==> config.mk <==
export PLATFORM = sky130hd
export DESIGN_NAME = pwm_sample_player
export DESIGN_NICKNAME = d
export VERILOG_FILES = /design/src/rtl/pwm_sample_player.sv
export SDC_FILE = /design/constraint.sdc
export NUM_CORES = 1
export LEC_CHECK = 0
export CAP_MARGIN = 20
export CORE_ASPECT_RATIO = 2
export CORE_MARGIN = 2
export CORE_UTILIZATION = 50
export DETAILED_ROUTE_END_ITERATION = 6
export PLACE_DENSITY = 0.67
export SLEW_MARGIN = 5
export SYNTH_ARGS = -nofsm -noshare
export SYNTH_HDL_FRONTEND = slang
export SYNTH_SLANG_ARGS = --single-unit
==> constraint.sdc <==
create_clock -name clock -period 4.65 [get_ports clock]
set_clock_uncertainty 0.05 [all_clocks]
set_input_delay 0.93 -clock clock [delete_from_list [all_inputs] [get_ports clock]]
set_output_delay 0.93 -clock clock [all_outputs]
set_load 0.1 [all_outputs]
==> src/rtl/pwm_sample_player.sv <==
// pwm_sample_player
//   Buffers unsigned audio samples in a small FIFO, takes one sample per sample
//   strobe (tick) into a shadow register, and plays the shadow value as a
//   single-bit PWM stream. The shadow is copied into the active duty value only
//   at a PWM period boundary, so a period is never cut short or stretched.
//
//   Build option: define UNDERRUN_MUTE_EN to make an underrun load mid-scale
//   (2**(DATA_W-1)) into the shadow instead of holding the last sample.
//
//   Handshake (in_valid / in_ready): a sample is transferred on every rising
//   clock edge where in_valid && in_ready are both high. in_ready depends only
//   on the registered FIFO occupancy (it is low exactly when the FIFO is full),
//   never on in_valid, so upstream must hold in_data/in_valid stable until the
//   transfer edge. Nothing is dropped when full; the sample waits upstream.
module pwm_sample_player #(
    parameter int DATA_W     = 8,
    parameter int DEPTH_LOG2 = 4
) (
    input  logic                  clock,
    input  logic                  reset,
    input  logic                  tick,
    input  logic [DATA_W-1:0]     in_data,
    input  logic                  in_valid,
    output logic                  in_ready,
    output logic [DEPTH_LOG2:0]   level,
    output logic                  underrun,
    output logic                  pwm_out
);

    localparam int DEPTH = 1 << DEPTH_LOG2;

    // Occupancy constants; full is the only value with the top bit set.
    localparam logic [DEPTH_LOG2:0]   LEVEL_FULL = {1'b1, {DEPTH_LOG2{1'b0}}};
    localparam logic [DEPTH_LOG2:0]   LEVEL_ZERO = '0;
    localparam logic [DEPTH_LOG2:0]   LEVEL_ONE  = {{DEPTH_LOG2{1'b0}}, 1'b1};
    localparam logic [DEPTH_LOG2-1:0] PTR_ONE    = {{(DEPTH_LOG2-1){1'b0}}, 1'b1};
    localparam logic [DATA_W-1:0]     CNT_ONE    = {{(DATA_W-1){1'b0}}, 1'b1};
    localparam logic [DATA_W-1:0]     CNT_LAST   = '1;
`ifdef UNDERRUN_MUTE_EN
    localparam logic [DATA_W-1:0]     MUTE_LEVEL = {1'b1, {(DATA_W-1){1'b0}}};
`endif

    // FIFO storage and bookkeeping
    logic [DATA_W-1:0]     mem_q [DEPTH];
    logic [DEPTH_LOG2-1:0] wr_ptr_q, wr_ptr_d;
    logic [DEPTH_LOG2-1:0] rd_ptr_q, rd_ptr_d;
    logic [DEPTH_LOG2:0]   count_q, count_d;

    // Sample path and PWM state
    logic [DATA_W-1:0]     shadow_q, shadow_d;
    logic [DATA_W-1:0]     active_q, active_d;
    logic [DATA_W-1:0]     pwm_cnt_q, pwm_cnt_d;
    logic                  pwm_out_q, pwm_out_d;
    logic                  underrun_q, underrun_d;

    // Transfer qualifiers, all decided on pre-edge occupancy
    logic                  fifo_empty;
    logic                  push;
    logic                  pop;
    logic                  period_wrap;

    assign fifo_empty  = (count_q == LEVEL_ZERO);
    assign in_ready    = (count_q != LEVEL_FULL);
    assign push        = in_valid && in_ready;
    assign pop         = tick && !fifo_empty;
    assign period_wrap = (pwm_cnt_q == CNT_LAST);

    assign level    = count_q;
    assign underrun = underrun_q;
    assign pwm_out  = pwm_out_q;

    // FIFO pointer and occupancy next-state; a push into an empty FIFO in the
    // same cycle as a tick is stored but cannot satisfy that tick.
    always_comb begin
        wr_ptr_d = wr_ptr_q;
        rd_ptr_d = rd_ptr_q;
        count_d  = count_q;
        if (push) begin
            wr_ptr_d = wr_ptr_q + PTR_ONE;
        end
        if (pop) begin
            rd_ptr_d = rd_ptr_q + PTR_ONE;
        end
        case ({push, pop})
            2'b10:   count_d = count_q + LEVEL_ONE;
            2'b01:   count_d = count_q - LEVEL_ONE;
            default: count_d = count_q;
        endcase
    end

    // Shadow capture on tick, underrun detection
    always_comb begin
        shadow_d   = shadow_q;
        underrun_d = tick && fifo_empty;
        if (pop) begin
            shadow_d = mem_q[rd_ptr_q];
        end
`ifdef UNDERRUN_MUTE_EN
        if (underrun_d) begin
            shadow_d = MUTE_LEVEL;
        end
`endif
    end

    // PWM counter, period-boundary duty update and output compare
    always_comb begin
        pwm_cnt_d = pwm_cnt_q + CNT_ONE;
        active_d  = active_q;
        if (period_wrap) begin
            active_d = shadow_q;
        end
        pwm_out_d = (pwm_cnt_q < active_q);
    end

    // FIFO data array; contents need no reset since occupancy gates every read
    always_ff @(posedge clock) begin
        if (push) begin
            mem_q[wr_ptr_q] <= in_data;
        end
    end

    // State registers with asynchronous reset
    always_ff @(posedge clock or posedge reset) begin
        if (reset) begin
            wr_ptr_q   <= '0;
            rd_ptr_q   <= '0;
            count_q    <= '0;
            shadow_q   <= '0;
            active_q   <= '0;
            pwm_cnt_q  <= '0;
            pwm_out_q  <= 1'b0;
            underrun_q <= 1'b0;
        end else begin
            wr_ptr_q   <= wr_ptr_d;
            rd_ptr_q   <= rd_ptr_d;
            count_q    <= count_d;
            shadow_q   <= shadow_d;
            active_q   <= active_d;
            pwm_cnt_q  <= pwm_cnt_d;
            pwm_out_q  <= pwm_out_d;
            underrun_q <= underrun_d;
        end
    end

endmodule
## Yosys cells after proc, flatten, opt, wreduce, memory -nomap -nowiden

Memory sizes are Yosys's and may differ from the RTL's. A register that Yosys moved wholly into a read port is not among the register bits.
Cells that the tools add are included.

- Flip-flop bits (word level): 31
- Bits in writable memories: 128
- Input bits: 12
- Output and inout bits: 8
- Logic and storage cells: 27
- Memories kept: 1

- $add $sub $neg: 5
- $lt $le $gt $ge: 1
- Eq/ne operators: 4
- Muxes and demuxes: 3
- Reductions and logical operators: 6

Memory list:

| name | depth | bits a word | rd ports | clocked after memory_dff | write ports | line | text |
|---|---|---|---|---|---|---|---|
| mem_q | 16 | 8 | 1 | 1 | 1 | 44 | `logic [DATA_W-1:0] mem_q [DEPTH];` |

Operator list:

| cell | number |
|---|---|
| case mux 5 bit (2 select lines) | 1 |
| adder 4 x 1 -> 4 bit (second input constant) | 2 |
| adder 8 x 1 -> 8 bit (second input constant) | 1 |
| == test 8 bit (second input constant) | 1 |
| less-than comparator 8 bit | 1 |
| adder 5 x 1 -> 5 bit (second input constant) | 1 |
| zero test 5 bit | 1 |
| inequality test 5 bit (second input constant) | 1 |
| subtractor 5 x 1 -> 5 bit (second input constant) | 1 |
| logical AND 1 bit | 3 |
| == test 2 x 1 -> 1 bit (second input constant) | 1 |
| == test 2 bit (second input constant) | 1 |
| 2-to-1 mux 1 bit | 2 |
| nonzero test 2 bit | 1 |
| zero test 1 bit | 1 |

## Logic depth before layout (Yosys ltp)

Gate-level depths: netlist of the first run.

- Depth in word-level cells: 5
- Mapped depth: 15
- Mapped depth without buffers: 12

## Worst setup path before layout of the first run

Ideal clock, no wire load.

- Path kind: register to register
- Start: register count_q[1] (netlist: level[1])
- End: register count_q[4] (netlist: level[4])
- Library setup time: 0.164 ns
- Arrival time: 3.984 ns
- Data required time: 4.436 ns
- Slack: 0.452 ns
- Cell stages (with the launch flop): 16
- Buffers on the path: 3
- Clock period less this slack: 4.198 ns
- Cells stage by stage: dfrtp_1 buf_6 nor3_1 nand3b_1 and2_1 buf_2 inv_1 ha_1 clkbuf_1 xor2_1 ha_1 nand2_1 nand2_1 a21oi_1 nor3_1 xor2_1

- Elaborated cells on any way between the ends: 11
- Those cells by class: add/sub (2); eq/ne (3); mux (1); reduce/logical (5)

RTL lines:

| what | line | text |
|---|---|---|
| from (decl) | 47 | `logic [DEPTH_LOG2:0] count_q, count_d;` |
| from (signal assigned) | 136 | `count_q <= count_d;` |
| inequality test 5 bit (*) | 63 | `assign in_ready = (count_q != LEVEL_FULL);` |
| named net in_ready | 24 | `output logic in_ready,` |
| logical AND 1 bit (*) | 64 | `assign push = in_valid && in_ready;` |
| == test 2 x 1 -> 1 bit or == test 2 bit (tied branches) | 84 | `case ({push, pop})` |
| case mux 5 bit (2 select lines) or nonzero test 2 bit (tied branches) | -- |  |

Mark *: on every way through the listed nets, which the timed path passes. The rest lies on a longest branch.
A chain may end at the register's enable or synchronous reset.

## Worst setup path in the final report of the first run

- Start: register count_q[1] (netlist: level[1])
- End: output port in_ready

- Word-level cells in the longest chain between the ends: 1

RTL lines:

| what | line |
|---|---|
| inequality test 5 bit | 63 |
| to (decl) | 24 |

No other way between the ends.

==> results of run 1 <==
[cell families (layout without fill, tap and decap cells)]
logic type / count (synthesis) / after routing / share of synthesized area
muxes: 43 / 43 / 0.131
DFF: 167 / 167 / 0.698
adders and majority gates: 16 / 16 / 0.0290
xor gates and xnor gates: 19 / 19 / 0.0241
AOI/OAI and AO/OA: 47 / 47 / 0.0412
and+or+nand+nor: 60 / 60 / 0.0433
buffers and inverters: 33 / 72 / 0.0334
[where the power goes]
group          switching (mW)  internal [mW]
sequential              0.185           1.82
combinational           0.714          0.576
clock                   0.591          0.696
total                    1.49           3.09
[per-stage QoR]
step	setup WS, ns	hold slack, ns	cells	instance area [um2]	power (mW)
2_1_floorplan	0.452	0.399	385	6900	3.03
3_3_place_gp	1.43	0.416	545	7150	3.26
3_5_place_dp	1.32	0.425	545	7150	3.29
4_1_cts	1.36	0.438	577	7690	4.58
5_1_grt	1.24	0.461	579	7740	4.78
6_report	1.38	0.436	579	7740	4.58
[sequential cells by signal (all words and copies together) (netlist names)]
| name | flops |
|---|---|
| active_q | 8 |
| rd_ptr_q | 4 |
| pwm_out | 1 |
| level | 5 |
| pwm_cnt_q | 8 |
| underrun | 1 |
| shadow_q | 8 |
| mem_q | 128 |
| wr_ptr_q | 4 |
[cell usage after synthesis]
cell,number
a311oi_1,1
a21o_1,1
o21ai_0,10
nor3_1,6
ha_1,16
edfxtp_1,128
nand4_2,1
mux4_2,17
and2_1,1
buf_2,1
or2_2,1
and3_1,2
a21oi_1,14
clkbuf_8,4
a221oi_1,1
a21boi_0,1
o22ai_1,16
mux4_1,15
buf_6,5
nand2_4,1
clkbuf_1,4
o21a_4,1
nand3b_1,1
a22o_1,1
or3_1,1
xnor2_1,10
nand3_1,2
buf_4,1
buf_8,1
or4_4,1
nand2b_1,3
buf_1,2
nand2_1,19
a211oi_1,1
xor2_1,9
nor2b_1,1
nor3b_1,1
clkdlybuf4s25_2,2
dfrtp_1,39
and4_1,1
nand4_1,2
mux2_2,11
inv_1,13
nor2_1,16
[metal layers]
layer,GRT usage,vias up,routed length [um],part of all wire
li1,-,1554,-,-
met1,0.198,1767,4720,0.37
met2,0.348,68,7520,0.59
met3,0.0441,12,375,0.029
met4,0.0734,0,217,0.017
met5,0,-,0,0
[area by class of cell]
type                    instances  area, um2  share of cell area
flip-flops and latches        167       4820               0.623
multi-input cells             185       1850               0.239
clock buffers                  18        429              0.0554
repair buffers                 27        283              0.0365
well taps                     155        194              0.0251
clock inverters                14        114              0.0147
inverters                      13       48.8             0.00630
[critical path: cells and delay by family, from the launching register on]
family / cells / cell delay [ns]
buffers and inverters: 1 / 0.98
DFF: 1 / 0.47
and+or+nand+nor: 2 / 0.41
[worst paths after layout]
check,from,end,depth (start not counted)
worst max-delay path,level[1],in_ready,3
worst min-delay path,shadow_q[2],active_q[2],2
worst max register to register,level[2],level[2],9
worst min register to register,shadow_q[2],active_q[2],2
max in group asynchronous,reset,active_q[3],3
min in group asynchronous,reset,level[0],2
==> results.toml, run 1 <==
[final_layout]
nets = 439
fin_util = 0.576
layout-drive-gt1-share = 0.170
most-common-layout-cells = "edfxtp_1, dfrtp_1, nand2_1, clkdlybuf4s50_1"
syn_to_final_growth_pct = 12.2
diodes = 0
nFillCells = 1000
final_common_cell = "edfxtp_1"

[route]
vias_per_cell = 5.87
drtAntennaViolNets = 0
wirelength_mm = 12.8
wl_per_cell_um = 22.2
drcViolationCount = 0
via_count = 3401
drt_iter0_markers = 234
drtPass1Iterations = 6

[yosys]
netlist_top_cells_area = "edfxtp_1, dfrtp_1, mux4_1"
syn_nets = 413
synth-seq-cells = 167
ys_seq_area_frac = 0.698
ys_warn_count = 0
netlist_area_um2 = 6900
syn_area_per_cell_um2 = 17.9
yosys.area.top_type_share = 0.557
synth_cell_types = 44
synth_cells = 385
synth_top_area_cell = "edfxtp_1"

[setup_path]
worst_ep_arrival_time_ns = 2.29
startpoint_type = "flip-flop"
crit_path_cell_trace = "nor3_1, nand3b_1, clkdlybuf4s50_1"
crit_path_end_kind = "output pin"
reg2reg_setup_slack_ns = 1.83
setup.worst_path.class = "flip-flop to output pin"
slowest_delay_ns = 0.98
cp_slowest_cell = "clkdlybuf4s50_1"
cp_max_fo = 9
cp.required_ns = 3.67

[timing]
slew_violations = 0
worst_slew_pin_slew_ns = 1.00
rsz0062_at_grt = "false"
fmax_ghz = 0.306
period_minus_slack_ns = 3.27
slew_headroom = 0.331
setup_violations = 0
fin_crit_sh = 0.703
fin_tns_setup_ns = 0
hold_violations = 0

[floorplanning]
ios = 20
die_h_um = 170
core_um2 = 13400
row_count = 60
dieArea_um2 = 14800
start_util = 0.514
dieWidth_um = 87.1

[clocking]
ctsResizeCount = 0
cts.sinks = 167
post-cts-setup-buffers = 0
cts_buffers = 17
cts_tree = "yes"
htree_levels = 4
holdBufCountCts = 0
cts_buffer_depth = 2
clk_pin_slew_ns = 0.07
clock_latency_ns = 0.42
root_buffer = "clkbuf_16"

[run]
cap_violations = 0

[worst_hold_path]
hold_path_class = "flip-flop to flip-flop"

[placed_design]
port_buffers = 19
dp_hpwl_mm = 8.73
gp_congestion = 0.771

[grt]
grt_max_degree = 36
grt_pass1_wl_mm = 19.8
antenna_found_initial = 0
grt.overflow.total = 0
grt_use_total = 0.187
grt_pass1_vias = 3628

[power]
leakagePower_nw = 2.76
worst_ir_drop_vdd_v = 0.000296
cellPowerDensity_nw_per_um2 = 592

[run_status]
status = "completed"
(Power assumes the default switching activity.)
==> run 2: changes to the inputs <==
==> constraint.sdc (replaced) <==
create_clock -name clock -period 3.4 [get_ports clock]
set_clock_uncertainty 0.05 [all_clocks]
set_input_delay 0.68 -clock clock [delete_from_list [all_inputs] [get_ports clock]]
set_output_delay 0.68 -clock clock [all_outputs]
set_load 0.1 [all_outputs]
==> results.toml, run 2 (same netlist as run 1, synthesis figures left out) <==
[timing]
fmax_ghz = 0.376
rsz0062_at_grt = "false"
setup_violations = 0
finalWorstSetupSlack_ns = 0.737
period_minus_slack_ns = 2.66
slew_headroom = 0.358
hold_violations = 0
fin_crit_sh = 0.783
worst_slew_pin_slew_ns = 0.960
slew_violations = 0

[clocking]
cts_tree = "yes"
root_buffer = "clkbuf_16"
cts_buffer_depth = 2
holdBufCountCts = 0
post-cts-setup-buffers = 0
clock_latency_ns = 0.41
ctsResizeCount = 0
cts.sinks = 167
htree_levels = 4
cts_buffers = 17
clk_pin_slew_ns = 0.07

[setup_path]
crit_top_cell = "xor2_1"
cp.required_ns = 3.64
cp_max_fo = 23
slowest_delay_ns = 0.54
rr_worst_depth = 9
crit_path_end_kind = "flip-flop"
r2r_start = "level[1]"
worst_ep_arrival_time_ns = 2.90
reg2reg_setup_slack_ns = 0.74
r2r-end = "level[4]"
cp_slowest_cell = "or4_4"
crit_path_cell_trace = "or4_4, o21a_4, ha_4, xor2_1, ha_2, a21oi_1, a221oi_1, nor3_1, xor2_1"
setup.worst_path.class = "flip-flop to flip-flop"
startpoint_type = "flip-flop"

[route]
wl_per_cell_um = 22.2
drtAntennaViolNets = 0
via_count = 3433
wirelength_mm = 13.1
vias_per_cell = 5.82
drt_iter0_markers = 199
drtPass1Iterations = 4
drcViolationCount = 0

[worst_hold_path]
hold_end = "pwm_cnt_q[0]"
hold_depth = 1
hold_path_class = "flip-flop to flip-flop"
hp-start = "pwm_cnt_q[0]"

[grt]
grt_pass1_vias = 3663
grt_max_degree = 40
antenna_found_initial = 0
grt_use_total = 0.195
grt_pass1_wl_mm = 20.5
grt.overflow.total = 0

[final_layout]
largest_reg_flops = 128
diodes = 0
multi_input_area_um2 = 1870
final_common_cell = "edfxtp_1"
nFillCells = 995
fin_area_um2 = 7860
regArea_um2 = 4830
syn_to_final_growth_pct = 13.9
regMostFlops = "mem_q"
layout-drive-gt1-share = 0.228
nets = 450
most-common-layout-cells = "edfxtp_1, dfrtp_1, buf_4"

[placed_design]
dp_slack_ns = 0.598
port_buffers = 19
dp_hpwl_mm = 8.95
dpl-instance-area_um2 = 7260
gp_congestion = 0.821

[floorplanning]
core_um2 = 13400
dieWidth_um = 87.1
ios = 20
start_util = 0.514
die_h_um = 170
row_count = 60
dieArea_um2 = 14800

[power]
leakagePower_nw = 2.83
worst_ir_drop_vdd_v = 0.000386
cellPowerDensity_nw_per_um2 = 821

[run_status]
status = "completed"

[run]
cap_violations = 0
run 2: cell type report:
type,count,share of cell area
multi-input combinational,185,0.238
clock buffer,17,0.0541
inverter,13,0.00653
clock inverter,15,0.0213
timing repair buffer,38,0.0405
sequential,167,0.615
tap,155,0.0247
run 2: worst max path at each step:
stage,startpoint,endpoint,slack (ns),cells past startpoint
after floorplan,level[1],level[4],-0.15,14
after global placement,in_valid,level[4],0.63,10
after detailed placement,in_valid,level[4],0.60,10
after CTS,level[1],level[4],0.74,9
after global routing,level[1],level[4],0.62,9
final,level[1],level[4],0.74,9
run 2: per-stage QoR:
stage	util	setup TNS, ns	power [mW]	hold slack [ns]	instances
after floorplan	-	-0.195	4.17	0.399	385
after global routing	0.585	0	6.74	0.457	590
after CTS	0.585	0	6.51	0.436	590
after detailed placement	0.541	0	4.61	0.425	558
after global placement	0.541	0	4.56	0.422	558
final	0.585	0	6.45	0.434	590
run 2: layer usage:
| metal | track usage | wire length [um] | part of all wire |
|---|---|---|---|
| met4 | 0.0890 | 480 | 0.037 |
| met2 | 0.368 | 7570 | 0.58 |
| met3 | 0.0422 | 360 | 0.028 |
| met5 | 0 | 0 | 0 |
| met1 | 0.198 | 4660 | 0.36 |
run 2: worst max-delay path, delay by kind of cell (launching register included):
kind / cells / cell delay [ns]
simple gates: 2 / 0.64
xor+xnor: 2 / 0.28
compound gates: 3 / 0.60
flops: 1 / 0.52
fa+ha+maj: 2 / 0.44
run 2: power by group:
group / total [mW] / internal, mW / switching (mW)
logic: 1.75 / 0.769 / 0.980
clock network: 1.90 / 1.10 / 0.800
registers: 2.80 / 2.50 / 0.300
